File: src/rtl/fir_tap_mac_seq.sv
// fir_tap_mac_seq: time-multiplexed FIR tap engine, one tap product per cycle accumulated through an external adder.
module fir_tap_mac_seq #(
    parameter int N_TAPS = 4,
    parameter int DATA_W = 8,
    parameter int COEF_W = 8
) (
    input  logic                       clk,
    input  logic                       rst_n,
    input  logic                       clr,
    input  logic [N_TAPS*COEF_W-1:0]   coeffs,
    input  logic                       in_valid,
    output logic                       in_ready,
    input  logic [DATA_W-1:0]          in_data,
    output logic [15:0]                add_a,
    output logic [15:0]                add_b,
    input  logic [15:0]                add_sum,
    output logic                       out_valid,
    input  logic                       out_ready,
    output logic [15:0]                out_data
);
    localparam int IW = $clog2(N_TAPS);
    typedef enum logic [1:0] {IDLE, MAC, DONE} state_t;
    state_t            state;
    logic [DATA_W-1:0] x [N_TAPS];
    logic [15:0]       acc;
    logic [IW-1:0]     idx;
    logic [COEF_W-1:0] coef;
    logic [15:0]       prod;
    logic              last;
    assign coef      = coeffs[idx*COEF_W +: COEF_W];
    assign prod      = {{(16-DATA_W){1'b0}}, x[idx]} * {{(16-COEF_W){1'b0}}, coef};
    assign last      = idx == IW'(N_TAPS-1);
    assign in_ready  = (state == IDLE) || (state == DONE && out_ready);
    assign out_valid = state == DONE;
    assign out_data  = acc;
    // adder operands held at zero outside MAC to keep the adder quiet
    assign add_a     = state == MAC ? acc : 16'd0;
    assign add_b     = state == MAC ? prod : 16'd0;
    always_ff @(posedge clk or negedge rst_n) begin
        if (!rst_n) begin
            state <= IDLE;
            acc   <= '0;
            idx   <= '0;
            for (int k = 0; k < N_TAPS; k++) x[k] <= '0;
        end else if (clr) begin
            state <= IDLE;
            acc   <= '0;
            idx   <= '0;
            for (int k = 0; k < N_TAPS; k++) x[k] <= '0;
        end else if (in_valid && in_ready) begin
            x[0] <= in_data;
            for (int k = 1; k < N_TAPS; k++) x[k] <= x[k-1];
            acc   <= '0;
            idx   <= '0;
            state <= MAC;
        end else if (state == MAC) begin
            acc   <= add_sum;
            idx   <= last ? '0 : idx + 1'b1;
            state <= last ? DONE : MAC;
        end else if (state == DONE && out_ready) begin
            state <= IDLE;
        end
    end
endmodule
File: config.mk
export PLATFORM = sky130hd
export DESIGN_NAME = fir_tap_mac_seq
export DESIGN_NICKNAME = d
export VERILOG_FILES = /design/src/rtl/fir_tap_mac_seq.sv
export SDC_FILE = /design/constraint.sdc
export NUM_CORES = 1
export LEC_CHECK = 0
export ABC_AREA = 1
export BUFFER_PORTS_ARGS = -buffer_cell sky130_fd_sc_hd__buf_4
export CAP_MARGIN = 20
export CORE_MARGIN = 2
export CORE_UTILIZATION = 40
export CTS_CLUSTER_DIAMETER = 80
export DETAILED_ROUTE_END_ITERATION = 16
export SYNTH_ARGS = -nofsm -noshare
export SYNTH_HDL_FRONTEND = slang
export SYNTH_SLANG_ARGS = --single-unit
File: constraint.sdc
create_clock -name clk -period 7.2 [get_ports clk]
set_input_delay 1.08 -clock clk [delete_from_list [all_inputs] [get_ports clk]]
set_output_delay 1.08 -clock clk [all_outputs]
set_load 0.005 [all_outputs]
==> reports/metrics.json <==
{
  "synth": {
    "post_synth.cell_area_avg_sq_um": 7.35,
    "postSynth.topFlopCell": "dfrtp_1",
    "synth_enable_flop_cells": 0,
    "synth-warning-count": 0,
    "synthCells": 678,
    "synthArstFlopShare": 1.00,
    "netlist-cell-type-count": 29,
    "postSynthNetCount": 812,
    "syn_area_sq_mm": 0.00498,
    "synth-seq-cells": 52,
    "synth_seq_area_share": 0.261
  },
  "final_layout": {
    "layout.nets": 905,
    "final_common_cell": "nand2_1",
    "layout-drive-gt1-share": 0.187,
    "syn_to_final_growth_pct": 20.8,
    "final_core_utilization": 0.499,
    "final_cell_mix": "nand2_1 (147), inv_1 (112), buf_4 (112)",
    "antenna-diode-count": 0,
    "final_cell_count_no_fill": 939
  },
  "timing": {
    "tightest_slew_ns": 0.690,
    "timing.setup.tns_ns": 0,
    "finalHoldViolCount": 0,
    "slew-limit-headroom": 0.539,
    "post-route-min-period_ns": 6.37,
    "layout_worst_path_cycle_share": 0.885,
    "slew_viol_final": 0,
    "post-route-worst-setup-slack_ns": 0.829,
    "setup_viol": 0,
    "fin_hold_ws_ns": 0.489,
    "grt_setup_unrepaired": "false",
    "fmax_ghz": 0.157,
    "final.setup_skew_ns": 0.00231
  },
  "setup_path": {
    "timing_worst_setup_path_type": "flop to output pin",
    "critical_path.endpoint_type": "output pin",
    "critPathMaxFanout": 29,
    "worstReg2RegStart": "state[1]",
    "data_required_time_at_the_worst_endpoint_ns": 6.12,
    "critical_path_arrival_ns": 5.29,
    "critPathLaunchType": "flop",
    "cp_launch_point": "idx[1]"
  },
  "grt": {
    "grt_start_max_net_pins": 53,
    "first_global_vias": 4794,
    "grt-ovfl-total": 0,
    "grt_pass1_wl_microns": 21500,
    "antenna_found_initial": 0,
    "overall_global_routing_usage": 0.196
  },
  "placed_design": {
    "placement.setup.worst_slack_ns": 0.888,
    "place.gp.congestion": 0.881,
    "hpwlAfterDp_microns": 9460,
    "placedCellCount": 932,
    "port_buffers": 110
  },
  "die": {
    "initial_cell_density_of_the_core": 0.413,
    "chipWidth_microns": 116,
    "die_height_microns": 116,
    "floorplan.rows": 40,
    "core_region_area_sq_mm": 0.0121,
    "io_pins": 111,
    "floorplan.die_area_sq_mm": 0.0134
  },
  "route": {
    "route.vias.total": 4634,
    "drt_drc_violations_left": 0,
    "drt_iter0_drc": 194,
    "route.detailed.wl_per_inst_microns": 13.2,
    "antenna_violating_nets_post_route": 0,
    "drt-vias-per-instance": 4.94,
    "drt_pre_antenna_iters": 4,
    "detail_route.wirelength_microns": 12400
  },
  "worst_hold_path": {
    "startpoint_of_the_lowest_slack_hold_path": "x[3]",
    "hold_path_class": "flop to flop"
  },
  "cts": {
    "cts_tree": "yes",
    "cts.sinks": 52,
    "clock_tree.buffer_depth": 2,
    "post-cts-setup-buffer-count": 0,
    "postCtsResizedCells": 0,
    "clkTransAtPathRegs_ns": 0.06,
    "clock_latency_ns": 0.28,
    "cell_at_the_root_of_the_clock_tree": "clkbuf_16",
    "htree_levels": 2,
    "cts_made_buffers": 5,
    "cts-hold-fix-buffers": 0
  },
  "outcome": {
    "outcome": "completed"
  },
  "power": {
    "netSwitchingFraction": 0.415,
    "share_seq_of_total_power": 0.277,
    "p_clk_frac": 0.198,
    "internal_power_uw": 668,
    "power_switching_uw": 474,
    "ir_drop_mv": 0.121,
    "p_leak_nw": 3.21,
    "share_comb_of_total_power": 0.525,
    "power_density_mw_per_mm2": 190
  },
  "run": {
    "max_cap_viols": 0
  }
}
-- cells in the mapped netlist, types with 7 or more instances --
library cell  count  area [sq um]
buf_2            15          75.1
o21ai_1          34           170
fa_1             36           721
a32oi_2           7           114
ha_1             37           463
inv_2            13          48.8
nor2_1           95           357
nand2_1         147           552
inv_1           112           420
a21oi_1          25           125
nand3_1          59           295
dfrtp_1          52          1300
o31ai_1           9          67.6
-- state kept, by name, summed over array words and instances, names as in the netlist --
signal    count
idx           2
out_data     16
state         2
x            32
-- final cells by class --
type                       count  area [sq um]
sequential                    52          1300
clock inverter                 1          5.00
fill                        1275          6040
inverter                     125           469
timing repair buffer         112           841
multi-input combinational    475          3060
tap                          168           210
clock buffer                   6           129
-- through the flow --
step                      instance area (sq um)  power, mW
after floorplan                            4980      0.748
after global placement                     5880      0.922
after detailed placement                   5880      0.927
after CTS                                  6020       1.16
after global routing                       6020       1.27
final                                      6020       1.14
-- logic make-up (layout without fill, tap and decap cells) --
kind of cell	Yosys count	in the layout	share of synthesized area
AO/OA/AOI/OAI	84	84	0.112
adder cells (fa/ha/maj)	73	73	0.238
XOR/XNOR	4	4	0.00703
buffers and inverters	151	244	0.124
flip-flops	52	52	0.261
AND/OR/NAND/NOR	314	314	0.258
-- worst paths after layout --
kind / to / slack (ns) / depth (start not counted)
worst max-delay path: add_b[13] / 0.83 / 23
worst min-delay path: x[3] / 0.49 / 2
worst max register to register: out_data[14] / 4.29 / 6
worst min register to register: x[3] / 0.49 / 2
max in group asynchronous: x[11] / 5.94 / 1
min in group asynchronous: x[30] / 0.81 / 1
-- critical path, cell delays in order, from the launching register on --
cell and delay (ns):
dfrtp_1 0.47, inv_2 0.46, a21oi_1 0.11, a32oi_2 0.24, inv_2 0.11, or2_1 0.24, fa_1 0.48, fa_1 0.54
inv_1 0.05, fa_1 0.53, inv_1 0.06, fa_1 0.53, inv_1 0.04, ha_1 0.34, nand2_1 0.14, inv_1 0.06
nand2_1 0.07, nand2_1 0.05, nand2_1 0.05, nand3_1 0.09, nand2_1 0.07, nand2_1 0.04, nor2_1 0.11, buf_4 0.12
-- layer usage --
layer  share of wire  routed length [microns]  up-vias  global-route usage
li1                -                        -     2311                   -
met1            0.45                     5510     2231               0.246
met2            0.52                     6400       83               0.368
met3           0.029                      357        9              0.0199
met4          0.0079                       98        0              0.0321
met5               0                        0        -                   0
-- power groups by stage --
stage               Clock [mW]  Combinational, mW  Sequential (mW)
finish                   0.226              0.599            0.316
global route             0.246              0.708            0.318
CTS                      0.233              0.609            0.316
detailed placement           0              0.605            0.321
global placement             0              0.602            0.321
floorplan                    0              0.428            0.319
No activity file was read; power rests on OpenSTA's default activity.
